### src/rtl/jtag_dmi_pkg.sv
// Shared DMI types: widths, op/response codes and the arbiter FSM state.
package jtag_dmi_pkg;

    localparam int unsigned DMI_ADDR_WIDTH = 7;
    localparam int unsigned DMI_DATA_WIDTH = 32;

    typedef enum logic [1:0] {
        DMI_OP_NOP   = 2'd0,
        DMI_OP_READ  = 2'd1,
        DMI_OP_WRITE = 2'd2,
        DMI_OP_RSVD  = 2'd3
    } dmi_op_e;

    typedef enum logic [1:0] {
        DMI_RESP_SUCCESS = 2'd0,
        DMI_RESP_RSVD    = 2'd1,
        DMI_RESP_FAILED  = 2'd2,
        DMI_RESP_BUSY    = 2'd3
    } dmi_resp_e;

    typedef enum logic [1:0] {
        ARB_IDLE,
        ARB_BUSY,
        ARB_DONE
    } dmi_arb_state_e;

endpackage

### src/rtl/dmi_arbiter_if.sv
// Upstream request/response bundle plus the single DM-side DMI port.
interface dmi_arbiter_if
    import jtag_dmi_pkg::*;
#(
    parameter int unsigned N_REQ = 2
) ();

    localparam int unsigned ID_W = $clog2(N_REQ);

    // Upstream masters, packed with master i in slice i
    logic [N_REQ-1:0]                up_valid;
    logic [N_REQ*DMI_ADDR_WIDTH-1:0] up_addr;
    logic [N_REQ*DMI_DATA_WIDTH-1:0] up_wdata;
    logic [N_REQ*2-1:0]              up_op;
    logic [N_REQ-1:0]                up_ready;
    logic [DMI_DATA_WIDTH-1:0]       up_rdata;
    logic [1:0]                      up_resp;

    // Debug Module side
    logic [DMI_ADDR_WIDTH-1:0]       dmi_addr;
    logic [DMI_DATA_WIDTH-1:0]       dmi_wdata;
    logic [1:0]                      dmi_op;
    logic                            dmi_req_valid;
    logic                            dmi_req_ready;
    logic [DMI_DATA_WIDTH-1:0]       dmi_rdata;
    logic [1:0]                      dmi_resp;

    // Status
    logic [ID_W-1:0]                 grant_id;
    logic                            timeout_pulse;

    // Arbiter side
    modport master (
        input  up_valid, up_addr, up_wdata, up_op, dmi_req_ready, dmi_rdata, dmi_resp,
        output up_ready, up_rdata, up_resp, dmi_addr, dmi_wdata, dmi_op, dmi_req_valid,
               grant_id, timeout_pulse
    );

    // Environment side (upstream masters and the DM)
    modport slave (
        output up_valid, up_addr, up_wdata, up_op, dmi_req_ready, dmi_rdata, dmi_resp,
        input  up_ready, up_rdata, up_resp, dmi_addr, dmi_wdata, dmi_op, dmi_req_valid,
               grant_id, timeout_pulse
    );

endinterface

### src/rtl/dmi_rr_picker.sv
// Combinational round-robin picker: first set request at or after the pointer, wrapping.
module dmi_rr_picker #(
    parameter int unsigned N_REQ = 2,
    localparam int unsigned W    = $clog2(N_REQ)
) (
    input  logic [N_REQ-1:0] req_i,
    input  logic [W-1:0]     ptr_i,
    output logic             any_o,
    output logic [W-1:0]     winner_o
);

    // Scan upward from the pointer; the first hit wins
    always_comb begin
        logic        found;
        int unsigned idx;
        found    = 1'b0;
        idx      = 0;
        winner_o = '0;
        for (int unsigned i = 0; i < N_REQ; i++) begin
            idx = (32'(ptr_i) + i) % N_REQ;
            if (req_i[W'(idx)] && !found) begin
                found    = 1'b1;
                winner_o = W'(idx);
            end
        end
        any_o = found;
    end

endmodule

### src/rtl/dmi_arbiter.sv
// Round-robin arbiter sharing one DM DMI port between N_REQ masters, one transaction
// outstanding at a time, with an optional BUSY timeout that returns FAILED.
module dmi_arbiter
    import jtag_dmi_pkg::*;
#(
    parameter int unsigned N_REQ          = 2,
    parameter int unsigned TIMEOUT_CYCLES = 255,
    parameter int unsigned TO_W           = 8
) (
    input  logic          clk,
    input  logic          rst,
    dmi_arbiter_if.master bus
);

    localparam int unsigned ID_W = $clog2(N_REQ);

    dmi_arb_state_e            state_q, state_d;
    logic [ID_W-1:0]           ptr_q, ptr_d;
    logic [ID_W-1:0]           grant_q, grant_d;
    logic [TO_W-1:0]           cnt_q, cnt_d;
    logic [DMI_ADDR_WIDTH-1:0] addr_q, addr_d;
    logic [DMI_DATA_WIDTH-1:0] wdata_q, wdata_d;
    dmi_op_e                   op_q, op_d;
    logic                      req_valid_q, req_valid_d;
    logic [DMI_DATA_WIDTH-1:0] rdata_q, rdata_d;
    logic [1:0]                resp_q, resp_d;
    logic                      to_pulse_q, to_pulse_d;

    logic                      pick_any;
    logic [ID_W-1:0]           pick_idx;
    logic [N_REQ-1:0]          up_ready;

    dmi_rr_picker #(
        .N_REQ (N_REQ)
    ) u_picker (
        .req_i    (bus.up_valid),
        .ptr_i    (ptr_q),
        .any_o    (pick_any),
        .winner_o (pick_idx)
    );

    // Next-state: arbitrate in IDLE, wait/timeout in BUSY, hand back in DONE
    always_comb begin
        logic [TO_W-1:0] cnt_inc;
        dmi_op_e         win_op;
        state_d     = state_q;
        ptr_d       = ptr_q;
        grant_d     = grant_q;
        cnt_d       = cnt_q;
        addr_d      = addr_q;
        wdata_d     = wdata_q;
        op_d        = op_q;
        req_valid_d = req_valid_q;
        rdata_d     = rdata_q;
        resp_d      = resp_q;
        to_pulse_d  = 1'b0;
        cnt_inc     = cnt_q + TO_W'(1);
        win_op      = dmi_op_e'(bus.up_op[32'(pick_idx)*2 +: 2]);

        unique case (state_q)
            ARB_IDLE: begin
                if (pick_any) begin
                    grant_d = pick_idx;
                    addr_d  = bus.up_addr[32'(pick_idx)*DMI_ADDR_WIDTH +: DMI_ADDR_WIDTH];
                    wdata_d = bus.up_wdata[32'(pick_idx)*DMI_DATA_WIDTH +: DMI_DATA_WIDTH];
                    op_d    = win_op;
                    if (win_op == DMI_OP_NOP) begin
                        // NOP never touches the DM; complete locally
                        rdata_d = '0;
                        resp_d  = DMI_RESP_SUCCESS;
                        state_d = ARB_DONE;
                    end else begin
                        req_valid_d = 1'b1;
                        state_d     = ARB_BUSY;
                    end
                end
            end
            ARB_BUSY: begin
                cnt_d = cnt_inc;
                // A DM answer wins over a timeout landing in the same cycle
                if (bus.dmi_req_ready) begin
                    rdata_d     = bus.dmi_rdata;
                    resp_d      = bus.dmi_resp;
                    req_valid_d = 1'b0;
                    state_d     = ARB_DONE;
                end else if ((TIMEOUT_CYCLES != 0) && (cnt_inc == TO_W'(TIMEOUT_CYCLES))) begin
                    rdata_d     = '0;
                    resp_d      = DMI_RESP_FAILED;
                    to_pulse_d  = 1'b1;
                    req_valid_d = 1'b0;
                    state_d     = ARB_DONE;
                end
            end
            ARB_DONE: begin
                ptr_d   = (grant_q == ID_W'(N_REQ - 1)) ? '0 : grant_q + ID_W'(1);
                cnt_d   = '0;
                state_d = ARB_IDLE;
            end
            default: state_d = ARB_IDLE;
        endcase
    end

    // State and datapath registers
    always_ff @(posedge clk) begin
        if (rst) begin
            state_q     <= ARB_IDLE;
            ptr_q       <= '0;
            grant_q     <= '0;
            cnt_q       <= '0;
            addr_q      <= '0;
            wdata_q     <= '0;
            op_q        <= DMI_OP_NOP;
            req_valid_q <= 1'b0;
            rdata_q     <= '0;
            resp_q      <= '0;
            to_pulse_q  <= 1'b0;
        end else begin
            state_q     <= state_d;
            ptr_q       <= ptr_d;
            grant_q     <= grant_d;
            cnt_q       <= cnt_d;
            addr_q      <= addr_d;
            wdata_q     <= wdata_d;
            op_q        <= op_d;
            req_valid_q <= req_valid_d;
            rdata_q     <= rdata_d;
            resp_q      <= resp_d;
            to_pulse_q  <= to_pulse_d;
        end
    end

    // Completion strobe to the granted master only
    always_comb begin
        up_ready = '0;
        if (state_q == ARB_DONE) begin
            up_ready[grant_q] = 1'b1;
        end
    end

    assign bus.up_ready      = up_ready;
    assign bus.up_rdata      = rdata_q;
    assign bus.up_resp       = resp_q;
    assign bus.dmi_addr      = addr_q;
    assign bus.dmi_wdata     = wdata_q;
    assign bus.dmi_op        = op_q;
    assign bus.dmi_req_valid = req_valid_q;
    assign bus.grant_id      = grant_q;
    assign bus.timeout_pulse = to_pulse_q;

endmodule

### src/flat_wrapper.sv
// flat-port wrapper written by rule: the top's interface ports become plain ports
module dmi_arbiter_flat import jtag_dmi_pkg::*;
#(
    parameter int unsigned N_REQ          = 2,
    parameter int unsigned TIMEOUT_CYCLES = 255,
    parameter int unsigned TO_W           = 8
)
  (clk, rst, bus_up_valid, bus_up_addr, bus_up_wdata, bus_up_op, bus_dmi_req_ready, bus_dmi_rdata, bus_dmi_resp, bus_up_ready, bus_up_rdata, bus_up_resp, bus_dmi_addr, bus_dmi_wdata, bus_dmi_op, bus_dmi_req_valid, bus_grant_id, bus_timeout_pulse);
  dmi_arbiter_if #(.N_REQ(N_REQ)) bus_i ();
  input  logic clk;
  input  logic rst;
  input wire logic [$bits(bus_i.up_valid)-1:0] bus_up_valid;
  input wire logic [$bits(bus_i.up_addr)-1:0] bus_up_addr;
  input wire logic [$bits(bus_i.up_wdata)-1:0] bus_up_wdata;
  input wire logic [$bits(bus_i.up_op)-1:0] bus_up_op;
  input wire logic [$bits(bus_i.dmi_req_ready)-1:0] bus_dmi_req_ready;
  input wire logic [$bits(bus_i.dmi_rdata)-1:0] bus_dmi_rdata;
  input wire logic [$bits(bus_i.dmi_resp)-1:0] bus_dmi_resp;
  output wire logic [$bits(bus_i.up_ready)-1:0] bus_up_ready;
  output wire logic [$bits(bus_i.up_rdata)-1:0] bus_up_rdata;
  output wire logic [$bits(bus_i.up_resp)-1:0] bus_up_resp;
  output wire logic [$bits(bus_i.dmi_addr)-1:0] bus_dmi_addr;
  output wire logic [$bits(bus_i.dmi_wdata)-1:0] bus_dmi_wdata;
  output wire logic [$bits(bus_i.dmi_op)-1:0] bus_dmi_op;
  output wire logic [$bits(bus_i.dmi_req_valid)-1:0] bus_dmi_req_valid;
  output wire logic [$bits(bus_i.grant_id)-1:0] bus_grant_id;
  output wire logic [$bits(bus_i.timeout_pulse)-1:0] bus_timeout_pulse;
  assign bus_i.up_valid = bus_up_valid;
  assign bus_i.up_addr = bus_up_addr;
  assign bus_i.up_wdata = bus_up_wdata;
  assign bus_i.up_op = bus_up_op;
  assign bus_i.dmi_req_ready = bus_dmi_req_ready;
  assign bus_i.dmi_rdata = bus_dmi_rdata;
  assign bus_i.dmi_resp = bus_dmi_resp;
  assign bus_up_ready = bus_i.up_ready;
  assign bus_up_rdata = bus_i.up_rdata;
  assign bus_up_resp = bus_i.up_resp;
  assign bus_dmi_addr = bus_i.dmi_addr;
  assign bus_dmi_wdata = bus_i.dmi_wdata;
  assign bus_dmi_op = bus_i.dmi_op;
  assign bus_dmi_req_valid = bus_i.dmi_req_valid;
  assign bus_grant_id = bus_i.grant_id;
  assign bus_timeout_pulse = bus_i.timeout_pulse;
  dmi_arbiter #(.N_REQ(N_REQ), .TIMEOUT_CYCLES(TIMEOUT_CYCLES), .TO_W(TO_W)) u_core (.clk(clk), .rst(rst), .bus(bus_i));
endmodule
### config.mk
export PLATFORM = sky130hd
export DESIGN_NAME = dmi_arbiter_flat
export DESIGN_NICKNAME = d
export VERILOG_FILES = /design/src/rtl/jtag_dmi_pkg.sv /design/src/rtl/dmi_arbiter_if.sv /design/src/rtl/dmi_rr_picker.sv /design/src/rtl/dmi_arbiter.sv /design/src/flat_wrapper.sv
export SDC_FILE = /design/constraint.sdc
export NUM_CORES = 1
export LEC_CHECK = 0
export ABC_AREA = 1
export BUFFER_PORTS_ARGS = -buffer_cell sky130_fd_sc_hd__clkbuf_2
export CORE_MARGIN = 8
export CORE_UTILIZATION = 51
export CTS_CLUSTER_SIZE = 10
export DETAILED_ROUTE_END_ITERATION = 12
export PLACE_DENSITY = 0.86
export SETUP_SLACK_MARGIN = 0.05
export SLEW_MARGIN = 10
export SYNTH_ARGS = -nofsm -noshare
export SYNTH_HDL_FRONTEND = slang
export SYNTH_SLANG_ARGS = --single-unit
### constraint.sdc
create_clock -name clk -period 5.3 [get_ports clk]
set_input_delay 0.795 -clock clk [delete_from_list [all_inputs] [get_ports clk]]
set_output_delay 0.795 -clock clk [all_outputs]
set_load 0.02 [all_outputs]
==> run metrics <==
YS warnings=0; setup slack after layout=roughly 2100 ps; CTS tree=done; Clock Sinks=89; Synth Area in Simple Gates=about 34%; Post-CTS Resized=0; CP arrival=3420 ps; routability cong.=0.768; post-synthesis cell type count=25; leading area contributor after synthesis=dfxtp_1; IO Pins=about 200; FF+latch count, synth=89; CP Capture Type=flop; largest net degree at the start of global routing=45; Cell Area, Synth=approximately 4500 sq um; Tot GR Track Use=just over 20%; sum of negative setup slack=0 ps; sequential share of the synthesized area=between 30% and 40%; Via density=4.78; Hold Buf Count CTS=0; RSZ-0062 raised after global routing=false; Seq. cell area=1780 sq um; DR vias=4691; fin nets=994; Rel. slew slack=approximately 34%; main combinational cell family by area after synthesis=simple AND/OR/NAND/NOR gates; die area=12100 sq um; Post-synth EDFFs=0; clk buf depth=2; Hold Crit Class=flop to flop; Compound-Gate Fraction of Synth Area=9.71%; multi-input logic area=slightly above 2000 sq um; synthesized instance count=694; vias in the first global route=4415; Post-synth top flop=dfxtp_1; Peak VDD IR=0.213 mV; final wirelength=12500 um; fin. max-slew vios=0; Die Y=110 um; fin util=between 60% and 70%; status=completed; critical setup path kind=input port to flop; Post-synth ARST share=0%; CP max FO=44; first-pass GRT wire length=20000 um; Max-Cap Viols=0; Final Cycle Share=59.7%; CTS Buf Count=9; r2r setup slk=2320 ps; mux cell area share after synthesis=0%; r2r startpoint=u_core.ptr_q$_SDFFE_PP0P_; DR WL/cell=12.7 um; Clock Skews=16.0 ps; CORE AREA=between 8000 and 9000 sq um; CTS clk-pin slew, worst paths=90 ps; Synth Area per Inst=6.50 sq um; Synth area leaders=dfxtp_1 40%, nand2_1 18%, inv_1 11%, o211ai_1 6.8%, nand3_1 5.8%; GRT busiest layer=met2; Chip Width=110 um; fmax=316 MHz; P_leak=0.00326 uW; n_diodes=0; GR Util met2=33.1%; CP required=about 5600 ps; top-area cell type share of the netlist area=39.5%; Worst setup SP type=input port; post-place setup slack=1790 ps; Congestion Overflow GR=0; met1 Use GR=23.9%; Row Count=34; Area Overhead vs Synth=26.4%; residual DRC count=0; R2R depth=11; initial antenna violation count=0; count leader, synth=nand2_1; Post-Synth XOR/XNOR Area=0%; PwrDens=423 nW/um^2; H-Tree Level Count=3; syn_nets=820; initial cell density of the core=52.2%; adder-cell share of the synthesized area=1.39%; I/O Buffers=200; final number of setup-violating endpoints=0; drt pass-1 iters=5; Critical Path Source=bus_up_valid[0]; Iteration-0 DRC Markers=172; root buffer cell=clkbuf_8; Antenna Nets Post-Route=0; FILL cells=a little over 800; Worst setup endpoint=u_core.bus.up_rdata[28]$_SDFFE_PP0P_; ratio of cells with drive above 1 in the final layout=26.3%; Hold Fails Final Rpt=0; worst skew pair latency=340 ps; Post-CTS Setup Inserts=0; M3 GR Usage=8.78%; Reg-to-Reg End=u_core.bus.up_rdata[28]$_SDFFE_PP0P_; min cycle time layout=3160 ps; slew at the pin with the worst max-slew slack=993 ps; Synth top cells by count=213 x nand2_1, 132 x inv_1, 89 x dfxtp_1, 60 x nor2_1, 52 x nand3_1; hpwl dp=9420 um
-- placed cells by master, fill, tap and decap left out, types with 2 or more instances in the layout --
master    netlist  final
a21oi_1        11     10
a21oi_4         1      2
buf_4           0      4
clkbuf_2        0    200
clkbuf_8        0     11
clkinv_1        2      2
dfxtp_1        89     89
ha_1            5      5
inv_1         132    132
inv_2           4      4
nand2_1       213    213
nand2_2         2      2
nand3_1        52     52
nand4_1        30     30
nor2_1         60     60
o211ai_1       41     41
o21ai_0         2      2
o21ai_2         2      2
o21bai_1        2      2
-- critical path, stage by stage --
cell	delay, ps
clkbuf_2	90
nand2_1	60
nand2_2	590
nand2_1	130
o21ai_2	120
nand2_1	150
a21oi_4	630
nand3_4	470
nand2_1	180
inv_1	60
nor2_1	110
-- worst min-delay path by stage --
stage | start | endpoint | slack, ps | cells past startpoint
2_1_floorplan | u_core.ptr_q$_SDFFE_PP0P_ | u_core.ptr_q$_SDFFE_PP0P_ | 430 | 2
3_3_place_gp | u_core.ptr_q$_SDFFE_PP0P_ | u_core.ptr_q$_SDFFE_PP0P_ | 440 | 2
3_5_place_dp | u_core.ptr_q$_SDFFE_PP0P_ | u_core.ptr_q$_SDFFE_PP0P_ | 460 | 2
4_1_cts | u_core.ptr_q$_SDFFE_PP0P_ | u_core.ptr_q$_SDFFE_PP0P_ | 470 | 2
5_1_grt | u_core.ptr_q$_SDFFE_PP0P_ | u_core.ptr_q$_SDFFE_PP0P_ | 480 | 2
6_report | u_core.ptr_q$_SDFFE_PP0P_ | u_core.ptr_q$_SDFFE_PP0P_ | 460 | 2
-- cell type report --
type                            count  share of cell area, %
Timing Repair Buffer              204                   18.1
Inverter                          138                   9.09
Tap cell                          108                   2.37
Clock buffer                       12                   2.72
Sequential cell                    89                   31.3
Multi-Input combinational cell    426                   35.6
Clock inverter                      4                  0.900
-- through the flow --
step	area, sq um	instances	power, uW	hold WS (ps)
final	5700	981	2410	464
after global routing	5700	981	2610	484
after CTS	5700	981	2430	470
after detailed placement	5490	965	1950	455
after global placement	5490	965	1940	442
after floorplan	4510	694	1670	426
-- cells by family after synthesis --
logic type                 after synthesis
and+or+nand+nor                        360
buffers and inverters                  179
DFF                                     89
AOI/OAI and AO/OA                       61
adders and majority gates                5
-- registers in the layout (all words and copies together), names as in the netlist, 2 cells and up --
signal	cells
u_core.bus.dmi_wdata	32
u_core.bus.dmi_op	2
u_core.bus.dmi_addr	7
u_core.state_q	2
u_core.cnt_q	8
u_core.bus.up_rdata	32
u_core.bus.up_resp	2
-- power breakdown --
| group | switching [uW] | internal, uW |
|---|---|---|
| Clock | 231 | 244 |
| Combinational | 675 | 343 |
| Sequential | 89.9 | 827 |
-- metal layers --
layer | vias to the layer above | wire length, um
li1 | 2489 | -
met1 | 2000 | 5190
met2 | 190 | 5620
met3 | 12 | 1490
met4 | 0 | 171
met5 | - | 0
Note: power is estimated with default switching activity, not from simulation.
